===== src/rtl/vga_sync_gen.sv =====
// vga_sync_gen: pixel-rate divider and 640x480 VGA raster timing (X/Y, blanking, syncs, frame strobe)
module vga_sync_gen #(
    parameter int CLK_DIV   = 4,
    parameter int H_DISPLAY = 640,
    parameter int H_FRONT   = 16,
    parameter int H_SYNC    = 96,
    parameter int H_BACK    = 48,
    parameter int V_DISPLAY = 480,
    parameter int V_FRONT   = 10,
    parameter int V_SYNC    = 2,
    parameter int V_BACK    = 33
) (
    input  logic       CLK,
    input  logic       RESET_N,
    output logic       CE,
    output logic [9:0] X,
    output logic [9:0] Y,
    output logic       VIDEO_ON,
    output logic       HSYNC,
    output logic       VSYNC,
    output logic       FRAME_TICK
);
    localparam int H_TOTAL = H_DISPLAY + H_FRONT + H_SYNC + H_BACK;
    localparam int V_TOTAL = V_DISPLAY + V_FRONT + V_SYNC + V_BACK;
    localparam int DW      = CLK_DIV > 1 ? $clog2(CLK_DIV) : 1;

    logic [DW-1:0] div;
    logic [9:0]    x_nxt, y_nxt;
    logic          line_end;

    // CE decode and next raster position; syncs/blanking are loaded from these so they stay aligned with X/Y
    always_comb begin
        CE       = div == DW'(CLK_DIV - 1);
        line_end = CE && X == 10'(H_TOTAL - 1);
        x_nxt    = CE ? (line_end ? '0 : X + 10'd1) : X;
        y_nxt    = line_end ? (Y == 10'(V_TOTAL - 1) ? '0 : Y + 10'd1) : Y;
    end

    // divider, raster counters and registered timing outputs
    always_ff @(posedge CLK or negedge RESET_N) begin
        if (!RESET_N) begin
            div        <= '0;
            X          <= '0;
            Y          <= '0;
            VIDEO_ON   <= 1'b1;
            HSYNC      <= 1'b1;
            VSYNC      <= 1'b1;
            FRAME_TICK <= 1'b0;
        end else begin
            div        <= CE ? '0 : div + DW'(1);
            X          <= x_nxt;
            Y          <= y_nxt;
            VIDEO_ON   <= x_nxt < 10'(H_DISPLAY) && y_nxt < 10'(V_DISPLAY);
            HSYNC      <= !(x_nxt >= 10'(H_DISPLAY + H_FRONT) && x_nxt < 10'(H_DISPLAY + H_FRONT + H_SYNC));
            VSYNC      <= !(y_nxt >= 10'(V_DISPLAY + V_FRONT) && y_nxt < 10'(V_DISPLAY + V_FRONT + V_SYNC));
            FRAME_TICK <= line_end && Y == 10'(V_DISPLAY);
        end
    end
endmodule


===== config.mk =====
export PLATFORM = sky130hd
export DESIGN_NAME = vga_sync_gen
export DESIGN_NICKNAME = d
export VERILOG_FILES = /design/src/rtl/vga_sync_gen.sv
export SDC_FILE = /design/constraint.sdc
export NUM_CORES = 1
export LEC_CHECK = 0
export CORE_MARGIN = 2
export CORE_UTILIZATION = 47
export CTS_CLUSTER_DIAMETER = 150
export DETAILED_ROUTE_END_ITERATION = 6
export PLACE_DENSITY = 0.71
export SLEW_MARGIN = 5
export SYNTH_ARGS = -nofsm -noshare
export SYNTH_HDL_FRONTEND = slang
export SYNTH_SLANG_ARGS = --single-unit

===== constraint.sdc =====
create_clock -name CLK -period 6.8 [get_ports CLK]
set_clock_uncertainty 0.2 [all_clocks]
set_input_delay 1.7 -clock CLK [delete_from_list [all_inputs] [get_ports CLK]]
set_output_delay 1.7 -clock CLK [all_outputs]
set_load 0.02 [all_outputs]

==> results_dict.tcl, run 1 <==
set metrics [dict create \
    syn_area_um2 1290 \
    start_util 0.506 \
    antenna_found_initial 0 \
    async_reset_ff_frac 1.00 \
    r2r_start "div[0]$_DFF_PN0_" \
    drc 0 \
    rr_endpoint "VIDEO_ON$_DFF_PN1_" \
    n_fill_cell 216 \
    final_util 0.629 \
    yosysWarnings 0 \
    synth_area_leader_cell "dfrtp_1" \
    postSynthAreaPerCell_um2 10.5 \
    setup_violations 0 \
    coreArea_um2 2540 \
    hold_class "reg2reg" \
    diodes 0 \
    cp.required_ps 4900 \
    worst_pin_slew_ps 537 \
    post_cts_buffers 0 \
    synthXorXnorAreaFrac 0.0680 \
    wirelength_mm 2.54 \
    die_w_um 56.4 \
    final_max_slew_viol_count 0 \
    synth_top_family_by_area "simple AND/OR/NAND/NOR gates" \
    fin_crit_ps 3550 \
    nets 159 \
    r2r_slack_ps 4120 \
    start_kind "flip-flop" \
    dieArea_um2 3180 \
    cts_tree "built" \
    cp_max_fo 9 \
    relSlewSlack 0.642 \
    synthTopCellsByCount "23 x dfrtp_1, 13 x nand2_1, 9 x inv_1" \
    synth_edf_count 0 \
    clockRootBuffer "clkbuf_4" \
    grt_overflow 0 \
    powerDensity_nw_per_um2 140 \
    syn_inst 123 \
    cts_buffers 3 \
    synth_fa_ha_area_frac 0.0388 \
    clk_pin_slew_ps 140 \
    holdPathEnd "div[0]$_DFF_PN0_" \
    clock-sinks 26 \
    synth.most_common_cell "dfrtp_1" \
    grt_pass1_wl_mm 4.24 \
    dr.pass1.iters 4 \
    rsz0062_at_grt "false" \
    antenna_left 0 \
    r2r_cells 7 \
    crit_type "reg2out" \
    viasPerCell 5.54 \
    whs_path_depth 1 \
    ys_seq_area_frac 0.508 \
    synthTopCellsByArea "dfrtp_1 45%, dfstp_2 6.1%, xor2_1 4.1%" \
    post_cts_resized 0 \
    port_buffers 26 \
    drv_cap 0 \
    synth-main-ff-cell "dfrtp_1" \
    grtUsageTotal 0.171 \
    ir_worst_vdd_mv 0.130 \
    cts_buffer_depth 2 \
    gp_congestion 0.813 \
    clk_latency_ps 320 \
    synth_compound_area_frac 0.0951 \
    synth_top_area_share 0.447 \
    leakagePower_nw 0.717 \
    endpoint_kind "output pin" \
    syn_to_final_growth_pct 24.3 \
    fin_crit_sh 0.522 \
    drive_gt1_frac 0.0789 \
    htreeDepth 1 \
    min_from "div[0]$_DFF_PN0_" \
    grt_pass1_vias 892 \
    grt_max_degree 27 \
    synth.distinct_cells 40 \
    io_pins 27 \
    die_h_um 56.4 \
    crit_arrival_ps 1650 \
    cts_hold_buf 0 \
    whs_ps 240 \
    wl_per_cell_um 14.0 \
    drt_iter0_markers 34 \
    hpwl_mm 1.90 \
    synthMuxAreaShare 0.00777 \
    status "finished, final reports clean" \
    syn-num-nets 129 \
    synth-simple-area-share 0.242 \
    max_freq_mhz 282 \
    vias 1008 \
    synth-seq-cells 26 \
    num_rows 18 \
    finalHoldViolCount 0 \
    setup_tns_ps 0 \
]
-- critical path, stage by stage, from the launching register on --
cell	delay [ps]
dfrtp_1	380
ha_1	300
clkdlybuf4s50_1	660
-- layout make-up --
cell class / count / area, um^2 / share of cell area
well taps: 30 / 37.5 / 0.0234
clock buffers: 4 / 26.3 / 0.0164
flip-flops and latches: 26 / 654 / 0.409
inverters: 9 / 33.8 / 0.0211
repair buffers: 27 / 268 / 0.167
multi-input cells: 86 / 582 / 0.363
-- registers in the layout (all words and copies together) (netlist names) --
name,cells
FRAME_TICK,1
HSYNC,1
VSYNC,1
X,10
div,2
Y,10
VIDEO_ON,1
-- power by group --
| group | leakage, nW | total (mW) | internal [mW] | switching, mW |
|---|---|---|---|---|
| clock network | 0.0150 | 0.0663 | 0.0229 | 0.0434 |
| registers | 0.339 | 0.155 | 0.155 | 0 |
| logic | 0.363 | 0.00376 | 0.000878 | 0.00288 |
| total | 0.717 | 0.225 | 0.179 | 0.0462 |
-- cells in the final DEF, fill, tap and decap left out, drive strengths merged, types with 2 or more instances in the layout --
cell	count
a21oi	2
and3	2
clkbuf	4
clkdlybuf4s50	26
dfrtp	23
dfstp	3
ha	4
inv	9
nand2	13
nand3	7
nand4	5
nand4b	2
nor2	8
nor3	2
nor4	3
o211a	2
o21ai	8
or2	2
or3	3
xnor2	4
xor2	6
-- how the worst max path moves through the flow --
stage          depth (start not counted)  endpoint             start
2_1_floorplan                          1        CE  div[0]$_DFF_PN0_
3_3_place_gp                           2        CE  div[0]$_DFF_PN0_
3_5_place_dp                           2        CE  div[0]$_DFF_PN0_
4_1_cts                                2        CE  div[0]$_DFF_PN0_
5_1_grt                                2        CE  div[0]$_DFF_PN0_
6_report                               2        CE  div[0]$_DFF_PN0_
-- kinds of logic after synthesis --
group | Yosys count
simple gates | 53
compound gates | 18
flops | 26
fa+ha+maj | 4
buf+inv | 11
xor+xnor | 10
mux | 1
-- stage by stage --
stage	instances	area, um^2	setup WS [ps]	total power [mW]
after floorplan	123	1290	4200	0.158
after global placement	178	1580	3630	0.162
after detailed placement	178	1580	3620	0.162
after CTS	182	1600	3240	0.228
after global routing	182	1600	3150	0.236
final	182	1600	3250	0.225
-- per-layer routing --
metal  vias up  track usage  part of all wire
met2        27        0.254              0.46
met3         4       0.0415             0.044
met1       479        0.248              0.48
met4         0       0.0510             0.013
met5         -            0                 0
li1        498            -                 -
Power figures use the tool's default switching activity.
==> run 2, diff against run 1 <==
--- a/config.mk
+++ b/config.mk
@@ -6,10 +6,10 @@
 export NUM_CORES = 1
 export LEC_CHECK = 0
 export CORE_MARGIN = 2
-export CORE_UTILIZATION = 47
+export CORE_UTILIZATION = 45
 export CTS_CLUSTER_DIAMETER = 150
 export DETAILED_ROUTE_END_ITERATION = 6
-export PLACE_DENSITY = 0.71
+export PLACE_DENSITY = 0.72
 export SLEW_MARGIN = 5
 export SYNTH_ARGS = -nofsm -noshare
 export SYNTH_HDL_FRONTEND = slang
==> constraint.sdc (replaced) <==
create_clock -name CLK -period 3 [get_ports CLK]
set_clock_uncertainty 0.2 [all_clocks]
set_input_delay 0.75 -clock CLK [delete_from_list [all_inputs] [get_ports CLK]]
set_output_delay 0.75 -clock CLK [all_outputs]
set_load 0.02 [all_outputs]
==> results_dict.tcl, run 2 (synthesis gave the netlist of run 1 again) <==
set metrics [dict create \
    port_buffers 26 \
    drt_iter0_markers 27 \
    crit_arrival_ps 2710 \
    cp_max_fo 16 \
    antenna_found_initial 0 \
    syn_to_final_growth_pct 24.4 \
    io_pins 27 \
    grtUsageTotal 0.169 \
    cp.required_ps 3000 \
    nets 159 \
    hpwl_mm 1.97 \
    crit_type "reg2reg" \
    vias 1017 \
    start_util 0.471 \
    setup_violations 0 \
    cpPeakStageDelay_ps 530 \
    slowest_stage "and4b_1" \
    cts_buffers 3 \
    final_cell_mix "26 x clkdlybuf4s50_1, 23 x dfrtp_1, 13 x nand2_1" \
    crit_chain "ha_1, and3_4, and4b_1, nand3_1, xor2_1, nor4_2, a2111oi_1" \
    endpoint_kind "flip-flop" \
    drv_cap 0 \
    postPlaceCellArea_um2 1580 \
    setup_tns_ps 0 \
    dr.pass1.iters 4 \
    htreeDepth 1 \
    fin_crit_sh 0.903 \
    grt_pass1_wl_mm 4.36 \
    diodes 0 \
    clockRootBuffer "clkbuf_4" \
    cts_buffer_depth 2 \
    num_rows 19 \
    wirelength_mm 2.62 \
    worst_pin_slew_ps 519 \
    final_cell_area_um2 1600 \
    antenna_left 0 \
    clk_pin_slew_ps 130 \
    dieArea_um2 3310 \
    drc 0 \
    post_cts_resized 0 \
    reg_top3 "X (10), Y (10), div (2)" \
    powerDensity_nw_per_um2 319 \
    finalHoldViolCount 0 \
    cts_tree "built" \
    start_kind "flip-flop" \
    grt_overflow 0 \
    coreArea_um2 2730 \
    clk_latency_ps 320 \
    ir_worst_vdd_mv 0.205 \
    relSlewSlack 0.654 \
    gp_congestion 0.811 \
    cts_hold_buf 0 \
    die_w_um 57.5 \
    wl_per_cell_um 14.3 \
    hold_class "reg2reg" \
    leakagePower_nw 0.717 \
    final_max_slew_viol_count 0 \
    p_total_mw 0.511 \
    post_cts_buffers 0 \
    clock-sinks 26 \
    final_common_cell "clkdlybuf4s50_1" \
    viasPerCell 5.56 \
    status "finished, final reports clean" \
    max_freq_mhz 369 \
    grt_pass1_vias 924 \
    fin_crit_ps 2710 \
    drive_gt1_frac 0.0789 \
    grt_max_degree 27 \
    die_h_um 57.5 \
    rsz0062_at_grt "false" \
]
==> run 2: cell counts in the layout (fill, tap and decap cells not counted) <==
Identical to the previous run, type by type.
==> run 2: worst max-delay path, delay by kind of cell (launching register included) <==
family,cells,cell delay [ps]
flops,1,400
compound gates,1,320
fa+ha+maj,1,330
simple gates,4,1070
xor+xnor,1,290
==> run 2: where the power goes <==
| group | internal, mW | leakage (nW) | switching (mW) |
|---|---|---|---|
| clock | 0.0519 | 0.0150 | 0.0996 |
| combinational | 0.00199 | 0.363 | 0.00640 |
| sequential | 0.351 | 0.339 | 0 |
| total | 0.405 | 0.717 | 0.106 |
==> run 2: final timing paths <==
path | depth (start not counted) | slack [ps] | endpoint | from
min reg2reg | 1 | 270 | div[0]$_DFF_PN0_ | div[0]$_DFF_PN0_
max reg2reg | 7 | 290 | VIDEO_ON$_DFF_PN1_ | div[0]$_DFF_PN0_
max | 7 | 290 | VIDEO_ON$_DFF_PN1_ | div[0]$_DFF_PN0_
max in group asynchronous | 2 | 1720 | VSYNC$_DFF_PN1_ | RESET_N
min in group asynchronous | 2 | 570 | X[2]$_DFF_PN0_ | RESET_N
min | 1 | 270 | div[0]$_DFF_PN0_ | div[0]$_DFF_PN0_
==> run 2: per-stage QoR <==
step / setup slack (ps) / utilization / hold WS (ps) / std cells
finish: 292 / 0.586 / 270 / 183
global route: 76.1 / 0.586 / 286 / 183
CTS: 287 / 0.586 / 266 / 183
detailed placement: 362 / 0.577 / 241 / 179
global placement: 543 / 0.577 / 213 / 179
floorplan: 724 / - / 203 / 123
==> run 2: cell type report <==
| class | count | area [um^2] |
|---|---|---|
| Clock buffer | 4 | 26.3 |
| Sequential cell | 26 | 654 |
| Fill cell | 232 | 1130 |
| Tap cell | 31 | 38.8 |
| Multi-Input combinational cell | 86 | 582 |
| Timing Repair Buffer | 27 | 268 |
| Inverter | 9 | 33.8 |
==> run 2: routing by layer <==
metal,track usage,share of wire
met5,0,0
met4,0.0399,0.0072
met3,0.0204,0.038
met2,0.256,0.46
met1,0.259,0.49
